[src/rtl/cla_word_sequencer_pkg.sv]
// cla_word_sequencer_pkg: shared FSM encoding, slice width and index-width helper
package cla_word_sequencer_pkg;
  localparam int SLICE_W = 8;
  typedef enum logic [1:0] {IDLE = 2'd0, RUN = 2'd1, DONE = 2'd2} state_t;
  function automatic int clog2(input int n);
    return n > 1 ? $clog2(n) : 1;
  endfunction
endpackage

[src/rtl/cla_word_sequencer_cla8_slice.sv]
// cla8_slice: 8-bit generate/propagate carry-lookahead adder (a, b, cin -> sum, cout)
module cla8_slice
  import cla_word_sequencer_pkg::*;
(
  input  logic [SLICE_W-1:0] a,
  input  logic [SLICE_W-1:0] b,
  input  logic               cin,
  output logic [SLICE_W-1:0] sum,
  output logic               cout
);
  logic [SLICE_W-1:0] g, p;
  logic [SLICE_W:0] c;
  logic pr;
  assign g = a & b;
  assign p = a ^ b;
  always_comb begin
    c = '0;
    pr = 1'b1;
    c[0] = cin;
    for (int i = 0; i < SLICE_W; i++) begin
      pr = 1'b1;
      for (int j = i; j >= 0; j--) begin
        c[i+1] = c[i+1] | (g[j] & pr);
        pr = pr & p[j];
      end
      c[i+1] = c[i+1] | (cin & pr);
    end
  end
  assign sum = p ^ c[SLICE_W-1:0];
  assign cout = c[SLICE_W];
endmodule

[src/rtl/cla_word_sequencer.sv]
// cla_word_sequencer: byte-serial word adder over one shared cla8_slice, valid/ready in and out; CLA_SEQ_SUB_EN adds the sub port
module cla_word_sequencer
  import cla_word_sequencer_pkg::*;
#(
  parameter int NBYTES = 4
) (
  input  logic                        clk,
  input  logic                        rst_n,
  input  logic                        in_valid,
  output logic                        in_ready,
  input  logic [SLICE_W*NBYTES-1:0]   op_a,
  input  logic [SLICE_W*NBYTES-1:0]   op_b,
  input  logic                        cin,
`ifdef CLA_SEQ_SUB_EN
  input  logic                        sub,
`endif
  output logic                        out_valid,
  input  logic                        out_ready,
  output logic [SLICE_W*NBYTES-1:0]   sum,
  output logic                        cout,
  output logic                        ovf
);
  localparam int W = SLICE_W * NBYTES;
  localparam int IW = clog2(NBYTES);
  state_t state_q;
  logic [W-1:0] a_q, b_q, sum_q;
  logic [IW-1:0] idx_q;
  logic c_q, cout_q, ovf_q, sub_w, last, s_co;
  logic [SLICE_W-1:0] s_sum;
`ifdef CLA_SEQ_SUB_EN
  assign sub_w = sub;
`else
  assign sub_w = 1'b0;
`endif
  assign last = idx_q == IW'(NBYTES - 1);
  cla8_slice u_slice (
    .a   (a_q[SLICE_W*idx_q +: SLICE_W]),
    .b   (b_q[SLICE_W*idx_q +: SLICE_W]),
    .cin (c_q),
    .sum (s_sum),
    .cout(s_co)
  );
  always_ff @(posedge clk) begin
    if (!rst_n) begin
      state_q <= IDLE;
      a_q <= '0;
      b_q <= '0;
      sum_q <= '0;
      idx_q <= '0;
      c_q <= 1'b0;
      cout_q <= 1'b0;
      ovf_q <= 1'b0;
    end else begin
      case (state_q)
        IDLE: if (in_valid) begin
          a_q <= op_a;
          b_q <= sub_w ? ~op_b : op_b;
          c_q <= sub_w | cin;
          idx_q <= '0;
          state_q <= RUN;
        end
        RUN: begin
          sum_q[SLICE_W*idx_q +: SLICE_W] <= s_sum;
          c_q <= s_co;
          idx_q <= last ? '0 : idx_q + 1'b1;
          if (last) begin
            cout_q <= s_co;
            ovf_q <= (a_q[W-1] == b_q[W-1]) && (s_sum[SLICE_W-1] != a_q[W-1]);
            state_q <= DONE;
          end
        end
        DONE: if (out_ready) state_q <= IDLE;
        default: state_q <= IDLE;
      endcase
    end
  end
  assign in_ready = state_q == IDLE;
  assign out_valid = state_q == DONE;
  assign sum = sum_q;
  assign cout = cout_q;
  assign ovf = ovf_q;
endmodule

[config.mk]
export PLATFORM = sky130hd
export DESIGN_NAME = cla_word_sequencer
export DESIGN_NICKNAME = d
export VERILOG_FILES = /design/src/rtl/cla_word_sequencer_pkg.sv /design/src/rtl/cla_word_sequencer_cla8_slice.sv /design/src/rtl/cla_word_sequencer.sv
export SDC_FILE = /design/constraint.sdc
export NUM_CORES = 1
export LEC_CHECK = 0
export ABC_AREA = 1
export BUFFER_PORTS_ARGS = -buffer_cell sky130_fd_sc_hd__buf_2
export CAP_MARGIN = 40
export CORE_UTILIZATION = 51
export CTS_BUF_LIST = sky130_fd_sc_hd__clkbuf_2 sky130_fd_sc_hd__clkbuf_4 sky130_fd_sc_hd__clkbuf_8
export DETAILED_ROUTE_END_ITERATION = 8
export GPL_TIMING_DRIVEN = 0
export HOLD_SLACK_MARGIN = 0.06
export PLACE_DENSITY = 0.79
export SYNTH_ARGS = -nofsm -noshare
export SYNTH_HDL_FRONTEND = slang
export SYNTH_SLANG_ARGS = --single-unit
[constraint.sdc]
create_clock -name clk -period 2.6 [get_ports clk]
set_input_delay 0.52 -clock clk [delete_from_list [all_inputs] [get_ports clk]]
set_output_delay 0.52 -clock clk [all_outputs]
set_load 0.01 [all_outputs]
==> results of run 1 <==
state kept, by name, indices dropped and copies added, names as in the netlist:
signal,flops
sum,32
a_q,32
state_q,2
ovf,1
b_q,32
idx_q,2
c_q,1
cout,1
cell usage after synthesis, types with 3 or more instances:
library cell	number	share of area [%]
nor3_1	5	0.53
o21ai_0	89	9.5
inv_2	3	0.24
a21oi_1	36	3.8
nand2_2	9	1.2
buf_2	10	1.1
nand2_1	80	6.4
inv_1	32	2.6
nand3_1	20	2.1
o21ai_1	7	0.75
nor2_1	163	13
ha_1	14	3.7
a21oi_2	4	0.75
dfxtp_1	103	44
o22ai_1	14	1.9
nand4_1	7	0.94
a32oi_1	3	0.56
nor2_4	5	1.2
nand3_2	3	0.64
clkbuf_1	22	1.8
critical path, cell delays in order (launching register included):
cell,delay [ps]
dfxtp_4,380
clkbuf_2,240
o21ai_1,250
o22ai_1,140
ha_1,350
nand2_1,90
nor2_2,140
nand3_2,100
nand2_2,90
nand2_2,60
nand3_1,100
nand2_2,120
nand3_1,100
nand3_1,70
nand2_1,60
inv_1,40
metal layers:
metal / vias to the layer above / track usage (%) / wire, µm
li1: 2382 / - / -
met1: 2193 / 32.1 / 5350
met2: 228 / 47.2 / 6120
met3: 41 / 6.37 / 931
met4: 0 / 11.2 / 480
met5: - / 0 / 0
worst min path at each step:
stage	start	to	slack (ps)	depth (start not counted)
4_1_cts	op_b[16]	b_q[16]	370	3
3_5_place_dp	sum[21]	sum[21]	450	2
2_1_floorplan	b_q[17]	b_q[17]	450	2
3_3_place_gp	sum[10]	sum[10]	450	2
5_1_grt	op_b[2]	b_q[2]	390	3
6_report	op_a[22]	a_q[22]	380	3
area by class of cell:
type / count / share of cell area [%]
Multi-Input combinational cell: 471 / 41.8
Sequential cell: 103 / 36.3
Timing Repair Buffer: 115 / 10.6
Buffer: 35 / 3.34
Inverter: 37 / 2.48
Tap cell: 108 / 2.37
Clock buffer: 9 / 2.17
Clock inverter: 7 / 0.966
power by group through the flow:
stage / Combinational [mW] / Sequential, mW / Clock [mW]
floorplan: 0.579 / 1.76 / 0
global placement: 0.799 / 1.77 / 0
detailed placement: 0.829 / 1.77 / 0
CTS: 0.848 / 1.74 / 0.950
global route: 1.04 / 1.75 / 1.01
finish: 0.947 / 1.74 / 0.930
what timing repair did:
item	in CTS	in global routing
setup buffers	0	11
pin swaps	0	8
gates resized for setup	20	20
endpoints found under the setup margin	31	24
kinds of logic after synthesis:
group	synth area share, %
flops	44.0
xor+xnor	0.374
fa+ha+maj	4.17
simple gates	27.2
buf+inv	6.20
compound gates	18.1
stage by stage:
stage | hold WS [ps] | setup WS, ps | cells
after floorplan | 449 | 182 | 646
after global placement | 450 | -428 | 858
after detailed placement | 455 | -582 | 858
after CTS | 370 | 2.46 | 874
after global routing | 385 | 2.88 | 885
final | 381 | 156 | 885
==> summary.md, run 1 <==
| Metric | Value |
|---|---|
| Power share of the clock group | between 20 and 30% |
| # diodes | 0 |
| Critical Path Start | idx_q[0] |
| Number of library cell types mapped by synthesis | 34 |
| VDD IR max | between 0.3 and 0.4 mV |
| # Max-Cap Violations | 0 |
| # hold bufs at CTS | 0 |
| Register area share after synthesis | ~44% |
| Unrepaired setup endpoints after global routing | no |
| Fmax | 409 MHz |
| Final instance area | roughly 0.0057 mm² |
| Leakage power | 2.55 nW |
| CP arrival | between 2000 and 3000 ps |
| Commonest non-fill, non-tap cell in the layout | nor2_1 |
| GR Overflow Total | 0 |
| Rows | 34 |
| Antenna viol nets, final | 0 |
| TritonCTS Buffers | 9 |
| Initial core utilization | between 50% and 60% |
| CP Launch Type | flop |
| Worst setup path endpoint | ovf |
| Gate Count Post-Synth | around 650 |
| Ys Warns | 0 |
| Hold WC Path Type | in2reg |
| Async SR Flop Fraction | 0% |
| Drt wl/cell | ~15 µm |
| Fin util | 64.7% |
| R2R depth | 15 |
| Worst slew margin | 64.5% |
| Number of synthesized register bits | approximately 100 |
| Final net count | between 800 and 900 |
| Worst clock skew | 15.1 ps |
| Gate power share | 26.2% |
| Worst r2r src | idx_q[0] |
| Worst-Skew Late Latency | between 300 and 400 ps |
| Die W | 97.8 µm |
| Sw Ratio | between 30% and 40% |
| DRC | 12 |
| Reg area | a little over 0.002 mm² |
| Overall Power | 3.61 mW |
| First-pass DRT Iterations | 7 |
| Sink Count | about 100 |
| Final setup viols | 0 |
| Crit-path max FO | 10 |
| Violated checks | DRC |
| Synth Cell Area | ~0.0047 mm² |
| First-pass GRT wire length | ~21,000 µm |
| Core area | a little under 0.009 mm² |
| Number of global-route vias before repair | between 4k and 5k |
| Filler Cells Inserted | about 780 |
| Post-DP HPWL | 9700 µm |
| Antenna violations before repair | 0 |
| Syn Nets | 730 |
| TritonCTS clock tree | built |
| Hold Vio Cnt, Final | 0 |
| Synth-to-Final Area Change | 21.6% |
| Seq pwr share | a little under half |
| Largest net degree at the start of global routing | 19 |
| Synthesized area per cell | 7.25 µm² |
| I/O Buffers | 104 |
| Final GP Congestion | around 0.92 |
| Chip height | ~98 µm |
| Endpoint class of the critical path | flop |
| Clk buf depth | 2 |
| Root Buffer | clkbuf_8 |
| Post-synth EDFFs | 0 |
| Area of the multi-input gates | about 0.0024 mm² |
| Main flop type after synthesis | dfxtp_1 |
| DIE AREA | roughly 0.0096 mm² |
| Worst Max-Slew Pin Slew | ~530 ps |
| Final Critical Period | approximately 2400 ps |
| Vias | between 4k and 5k |
| Power density over the cells | 634 mW/mm² |
| Clock-pin transition on the worst setup and hold timing paths | 100 ps |
| Aggregate routed wire length | between 10,000 and 15,000 µm |
| H-tree depth | 3 |
| Setup TNS | 0 ps |
| Gr usage total | a little over a quarter |
| Area post-placement | approximately 0.0053 mm² |
| Worst path required time | ~2900 ps |
| Final Slew Violations | 0 |
| Status | complete, but fails checks |
| Via/cell ratio | roughly 5.5 |
| NetSw | roughly 1.2 mW |
| Final period util | 94.0% |
| CP Class | reg2reg |
| R2R Path End | ovf |
| I/O Pins | 105 |
| Int Power | about 2.4 mW |
| Share of cells above drive strength 1 | about a quarter |
| Most frequent cells in the layout | nor2_1 (160), buf_2 (112), dfxtp_1 (101) |
| Reg2Reg Setup Slack | approximately 160 ps |
| DR iter-0 viols | roughly 340 |
(Power assumes the default switching activity.)
==> inputs of run 2 (changes only) <==
--- a/config.mk
+++ b/config.mk
@@ -16,4 +16,5 @@
 export PLACE_DENSITY = 0.79
 export SYNTH_ARGS = -nofsm -noshare
 export SYNTH_HDL_FRONTEND = slang
+export SYNTH_HIERARCHICAL = 1
 export SYNTH_SLANG_ARGS = --single-unit
==> run 2 against run 1 <==
The flow still finishes with violations (DRC). Non-clock buffer count down 3. Final area up 2.2%. Clock power up 9.7%. Utilization up 1.1 points. Wire length down 2.7%. Sequential cell count unchanged. Power about the same. Final cell count up 1.2%. First-iteration DRC count down 19%. Via count down 2.7%. Critical path type unchanged. Largest cell class unchanged.
==> summary.md, run 2 <==
| Metric | Value |
|---|---|
| Status | complete, but fails checks |
| Violated checks | DRC |
| Most frequent cell after synthesis | nor2_1 |
| Post-DP HPWL | 9410 µm (-3.0%) |
| Syn Nets | 746 (+2.2%) |
| Gate power share | 23.7% (-2.5 points) |
| DR iter-0 viols | 276 (-19%) |
| Synthesized area per cell | 7.15 µm² (-1.3%) |
| Hold WC Path Type | in2reg |
| Leading post-synthesis cells by cell area | dfxtp_1 (43%), nor2_1 (13%), nand2_1 (7.8%) |
| Gr usage total | 26.3% (-0.86 points) |
| Largest net degree at the start of global routing | 18 (-1) |
| Synth Cell Area | 0.00474 mm² (+1.3%) |
| Unrepaired setup endpoints after global routing | yes |
| Sink Count | 103 (unchanged) |
| Die W | 98.4 µm (+0.61%) |
| Post-synth EDFFs | 0 (unchanged) |
| Power share of the clock group | 28.1% (+2.3 points) |
| Met1 Resource Use GR | 32.2% (+0.12 points) |
| Root Buffer | clkbuf_8 |
| Seq pwr share | 48.2% (+0.2 points) |
| Antenna violations before repair | 0 (unchanged) |
| Vias | 4,713 (-2.7%) |
| # hold bufs at CTS | 0 (unchanged) |
| Most frequent cells in the layout | nor2_1 (166), buf_2 (109), dfxtp_1 (101) |
| Worst clock skew | 14.8 ps (-0.331 ps) |
| Drt wl/cell | 14.0 µm (-3.9%) |
| Number of global-route vias before repair | 4,431 (-2.5%) |
| Final net count | 866 (+1.2%) |
| Fmax | 392 MHz (-4.1%) |
| TritonCTS clock tree | built |
| Final Critical Period | 2550 ps (+105 ps) |
| Final GP Congestion | 0.927 (+1.1%) |
| Final period util | 98.0% (+4.0 points) |
| Main flop type after synthesis | dfxtp_1 |
| Met3 usage | 4.18% (-2.2 points) |
| Worst path required time | 2900 ps (+30 ps) |
| Final setup viols | 0 (unchanged) |
| Share of cells above drive strength 1 | 25.3% (+0.67 points) |
| TritonCTS Buffers | 9 (unchanged) |
| Final Slew Violations | 0 (unchanged) |
| Synth-to-Final Area Change | 22.7% |
| Initial core utilization | 53.6% (+0.41 points) |
| Setup TNS | 0 ps (unchanged) |
| GR Overflow Total | 0 (unchanged) |
| Crit-path max FO | 10 (unchanged) |
| I/O Buffers | 104 (unchanged) |
| Aggregate routed wire length | 12,500 µm (-2.7%) |
| Leakage power | 2.64 nW (+3.6%) |
| Filler Cells Inserted | 783 (+0.64%) |
| DIE AREA | 0.00969 mm² (+1.2%) |
| Final instance area | 0.00582 mm² (+2.2%) |
| I/O Pins | 105 (unchanged) |
| Commonest non-fill, non-tap cell in the layout | nor2_1 |
| H-tree depth | 3 (unchanged) |
| Area post-placement | 0.00540 mm² (+1.1%) |
| Hold slack | 384 ps (+3.07 ps) |
| Sw Ratio | 31.4% (-2.5 points) |
| Worst Max-Slew Pin Slew | 474 ps (-58.5 ps) |
| CP Launch Type | flop |
| Chip height | 98.4 µm (+0.61%) |
| CP Class | reg2reg |
| Clk buf depth | 2 (unchanged) |
| DRC | 6 (-6) |
| Register area share after synthesis | 43.5% (-0.55 points) |
| Ys Warns | 6 (+6) |
| Worst slew margin | 68.4% (+3.9 points) |
| Int Power | 2.48 mW (+3.8%) |
| Number of synthesized register bits | 103 (unchanged) |
| Worst-Skew Late Latency | 370 ps (about the same) |
| Yosys top cell by area | dfxtp_1 |
| Post-synth top cells | nor2_1 (170), dfxtp_1 (103), nand2_1 (98), o21ai_0 (67), a21oi_1 (44) |
| Endpoint class of the critical path | flop |
| Antenna viol nets, final | 0 (unchanged) |
| GRT busiest layer | met2 |
| Core area | 0.00885 mm² (+0.48%) |
| # Max-Cap Violations | 0 (unchanged) |
| Number of library cell types mapped by synthesis | 29 (-15%) |
| NetSw | 1.13 mW (-7.2%) |
| Clock-pin transition on the worst setup and hold timing paths | 100 ps (about the same) |
| # diodes | 0 (unchanged) |
| Synth top area share | 43.5% (-0.55 points) |
| Async SR Flop Fraction | 0% (unchanged) |
| First-pass GRT wire length | 20,200 µm (-2.6%) |
| CP arrival | 2840 ps (+130 ps) |
| Rows | 34 (unchanged) |
| Hold Vio Cnt, Final | 0 (unchanged) |
| Gate Count Post-Synth | 663 (+2.6%) |
| Via/cell ratio | 5.26 (-3.9%) |
| Power density over the cells | 621 mW/mm² (-2.1%) |
| First-pass DRT Iterations | 9 (+2) |
| Grt met2 use | 45.8% (-1.4 points) |
| VDD IR max | 0.282 mV (-8.2%) |
==> run 2: worst max-delay path: stages, from the launching register on <==
cell	delay, ps
dfxtp_2	350
buf_6	140
inv_6	60
buf_6	140
o21ai_0	240
o22ai_2	170
ha_4	330
nand2_1	70
nor2_2	110
nor2_1	70
nand2_2	90
a21oi_1	80
nor2_2	160
inv_2	70
nor3_4	180
nand2_1	100
a21oi_2	140
==> run 2: power by group through the flow <==
stage | Clock (mW) | Combinational, mW | Sequential [mW]
final | 1.02 | 0.856 | 1.74
after CTS | 1.02 | 0.774 | 1.74
after global routing | 1.08 | 0.947 | 1.75
after global placement | 0 | 0.715 | 1.77
after floorplan | 0 | 0.526 | 1.76
after detailed placement | 0 | 0.738 | 1.77
==> run 2: layer usage <==
metal,vias up,share of wire [%]
met2,167,49
met3,24,5.3
li1,2390,-
met4,0,2.2
met5,-,0
met1,2132,44
==> run 2: final cells by class <==
class	count	area (µm²)	share of cell area, %
Clock buffer	10	131	2.26
Buffer	38	285	4.90
Tap cell	108	135	2.32
Timing Repair Buffer	109	558	9.59
Multi-Input combinational cell	484	2430	41.7
Clock inverter	6	66.3	1.14
Inverter	38	148	2.54
Sequential cell	103	2070	35.5
==> run 2: path summary, 6_finish.rpt <==
| check | start | to | slack, ps | cells past startpoint |
|---|---|---|---|---|
| worst max-delay path | idx_q[0] | sum[14] | 50 | 16 |
| worst min-delay path | op_a[27] | a_q[27] | 380 | 3 |
| worst max register to register | idx_q[0] | sum[14] | 50 | 16 |
| worst min register to register | sum[31] | sum[31] | 470 | 2 |
==> run 2: logic make-up (layout without fill, tap and decap cells) <==
family	after synthesis	after routing	share of synthesized area (%)
simple gates	305	305	26.6
flops	103	103	43.5
fa+ha+maj	14	14	3.85
xor+xnor	4	4	0.739
buf+inv	76	201	7.78
compound gates	161	161	17.6
==> run 2: through the flow <==
step / total power, mW / setup WS (ps) / utilization, % / instances
finish: 3.61 / 50.8 / 65.8 / 896
global route: 3.78 / -71.1 / 65.8 / 896
CTS: 3.54 / 15.5 / 64.2 / 892
detailed placement: 2.51 / -446 / 61.0 / 875
global placement: 2.49 / -385 / 61.0 / 875
floorplan: 2.29 / 309 / - / 663
==> run 2: timing repair <==
action                     in CTS  in global routing
gates cloned                    0                  0
pin swaps                       4                  9
setup endpoints to repair      29                 24
resized for setup              27                 45
setup buffers                   1                  4
==> inputs of run 3 (changes only) <==
--- a/config.mk
+++ b/config.mk
@@ -8,6 +8,7 @@
 export ABC_AREA = 1
 export BUFFER_PORTS_ARGS = -buffer_cell sky130_fd_sc_hd__buf_2
 export CAP_MARGIN = 40
+export CORE_ASPECT_RATIO = 1.2
 export CORE_UTILIZATION = 51
 export CTS_BUF_LIST = sky130_fd_sc_hd__clkbuf_2 sky130_fd_sc_hd__clkbuf_4 sky130_fd_sc_hd__clkbuf_8
 export DETAILED_ROUTE_END_ITERATION = 8
==> constraint.sdc (replaced) <==
create_clock -name clk -period 2.1 [get_ports clk]
set_input_delay 0.42 -clock clk [delete_from_list [all_inputs] [get_ports clk]]
set_output_delay 0.42 -clock clk [all_outputs]
set_load 0.01 [all_outputs]
==> run 3 against run 2 <==
The flow finishes with violations (setup timing). Clock-buffer cell count rose by 1. Fmax is 0.69% higher. Hold slack worse by 110 ps. Non-clock buffer count increased by 25. Critical path type unchanged. Largest power group unchanged.
==> summary.md, run 3 (synthesized netlist as in run 2, its figures left out) <==
| Metric | Value |
|---|---|
| Initial core utilization | 52.5% (-1.1 points) |
| Antenna viol nets, final | 0 (unchanged) |
| DR iter-0 viols | 301 (+9.1%) |
| CP arrival | 2820 ps (-20 ps) |
| Seq pwr share | 44.0% (-4.2 points) |
| Rows | 38 (+12%) |
| Final period util | 121% (+23 points) |
| Most frequent cells in the layout | nor2_1 (155), buf_2 (108), dfxtp_1 (101) |
| Worst slew margin | 64.4% (-4.1 points) |
| Status | complete, but fails checks |
| Critical Path Start | idx_q[0] |
| Worst clock skew | 10.2 ps (-4.59 ps) |
| Final Slew Violations | 0 (unchanged) |
| Crit-path max FO | 7 (-3) |
| Root Buffer | clkbuf_8 |
| Worst path required time | 2380 ps (-520 ps) |
| Chip height | 108 µm (+9.4%) |
| WL met3 | 869 µm (+30%) |
| Unrepaired setup endpoints after global routing | yes |
| H-tree depth | 3 (unchanged) |
| TritonCTS clock tree | built |
| Met1 Wirelength | 5750 µm (+5.5%) |
| Gate power share | 31.9% (+8.2 points) |
| # hold bufs at CTS | 0 (unchanged) |
| Sw Ratio | 34.2% (+2.9 points) |
| Gr usage total | 29.3% (+3.1 points) |
| Violated checks | setup timing |
| I/O Pins | 105 (unchanged) |
| Filler Cells Inserted | 694 (-11%) |
| Power share of the clock group | 24.1% (-4.0 points) |
| GR Overflow Total | 0 (unchanged) |
| Setup slack at placement | -680 ps (-234 ps) |
| Worst Max-Slew Pin Slew | 535 ps (+60.9 ps) |
| Power density over the cells | 751 mW/mm² (+21%) |
| Clock-pin transition on the worst setup and hold timing paths | 100 ps (about the same) |
| Die W | 90.0 µm (-8.5%) |
| Highest metal used | met4 |
| First-pass GRT wire length | 22,300 µm (+11%) |
| Worst-Skew Late Latency | 370 ps (about the same) |
| VDD IR max | 0.456 mV (+62%) |
| # Max-Cap Violations | 0 (unchanged) |
| Reg area | 0.00207 mm² (unchanged) |
| Number of global-route vias before repair | 4,800 (+8.3%) |
| TritonCTS Buffers | 9 (unchanged) |
| Final Critical Period | 2530 ps (-17.3 ps) |
| Synth-to-Final Area Change | 38.7% |
| Vias | 5,118 (+8.6%) |
| Commonest non-fill, non-tap cell in the layout | nor2_1 |
| Share of cells above drive strength 1 | 36.5% (+11 points) |
| DIE AREA | 0.00969 mm² (about the same) |
| Fmax | 395 MHz (+0.69%) |
| Antenna violations before repair | 0 (unchanged) |
| Leakage power | 2.89 nW (+9.3%) |
| CP Launch Type | flop |
| Drt wl/cell | 16.1 µm (+16%) |
| Endpoint class of the critical path | flop |
| Worst setup margin | -432 ps (-483 ps) |
| WL met2 | 7740 µm (+26%) |
| Largest net degree at the start of global routing | 18 (unchanged) |
| DRC | 0 (-6) |
| Int Power | 3.25 mW (+31%) |
| Hold Vio Cnt, Final | 0 (unchanged) |
| Aggregate routed wire length | 15,100 µm (+20%) |
| # diodes | 0 (unchanged) |
| NetSw | 1.69 mW (+49%) |
| Sink Count | 103 (unchanged) |
| Final GP Congestion | 0.890 (-3.9%) |
| Via/cell ratio | 5.49 (+4.3%) |
| Area of the multi-input gates | 0.00291 mm² (+20%) |
| Clk buf depth | 2 (unchanged) |
| I/O Buffers | 104 (unchanged) |
| Final setup viols | 35 (+35) |
| Area post-placement | 0.00547 mm² (+1.3%) |
| First-pass DRT Iterations | 5 (-4) |
| Hold slack | 269 ps (-115 ps) |
| Core area | 0.00903 mm² (+2.1%) |
| Hold WC Path Type | in2reg |
| Worst r2r src | idx_q[0] |
| Final instance area | 0.00658 mm² (+13%) |
| Final net count | 891 (+2.9%) |
| Post-DP HPWL | 9410 µm (about the same) |
| Hold_sp | op_a[27] |
| CP Class | reg2reg |
run 3: area by class of cell:
cell class	count	area share [%]
multi-input combinational	484	44.3
clock buffer	11	2.21
inverter	38	2.34
buffer	38	4.93
sequential	103	31.4
clock inverter	5	0.628
timing repair buffer	134	11.9
tap	120	2.28
run 3: routing by layer:
metal / vias to the layer above / track usage, %
met5: - / 0
met2: 267 / 52.0
met1: 2343 / 32.6
met4: 0 / 17.9
met3: 63 / 5.65
li1: 2445 / -
run 3: worst paths after layout:
kind	slack, ps	to	depth (start not counted)
min	270	a_q[27]	3
min reg2reg	470	sum[30]	2
max reg2reg	-430	sum[12]	17
max	-430	sum[12]	17
run 3: power by group through the flow:
stage / Clock (mW) / Sequential [mW] / Combinational (mW)
2_1_floorplan: 0 / 2.18 / 0.673
3_3_place_gp: 0 / 2.20 / 0.911
3_5_place_dp: 0 / 2.20 / 0.934
4_1_cts: 1.19 / 2.16 / 1.32
5_1_grt: 1.30 / 2.19 / 1.68
6_report: 1.19 / 2.18 / 1.58
run 3: per-stage QoR:
stage	power (mW)	std cells	util, %	TNS [ps]
3_3_place_gp	3.11	887	60.5	-14990
5_1_grt	5.16	933	72.8	-12720
6_report	4.94	933	72.8	-9020
2_1_floorplan	2.85	663	-	0
3_5_place_dp	3.14	887	60.5	-16230
4_1_cts	4.67	924	69.5	-4380
run 3: what timing repair did:
action                                  CTS  global route
buffers inserted                         19             9
gates cloned                              2             0
hold endpoints to repair                  0             0
pin swaps                                51            22
endpoints found under the setup margin   35            35
resized for setup                       106            57
run 3: worst max-delay path, stage by stage (launching register included):
cell and delay (ps):
dfxtp_2 360, buf_8 140, inv_8 70, clkbuf_16 170, o21ai_4 140, o22ai_4 90, ha_4 320, buf_6 110
inv_1 50, nor2_4 130, nand3_2 100, nand3_2 90, nand2_1 70, nand2_2 90, inv_2 60, nor3_4 190
nand2_1 90, a21oi_1 180
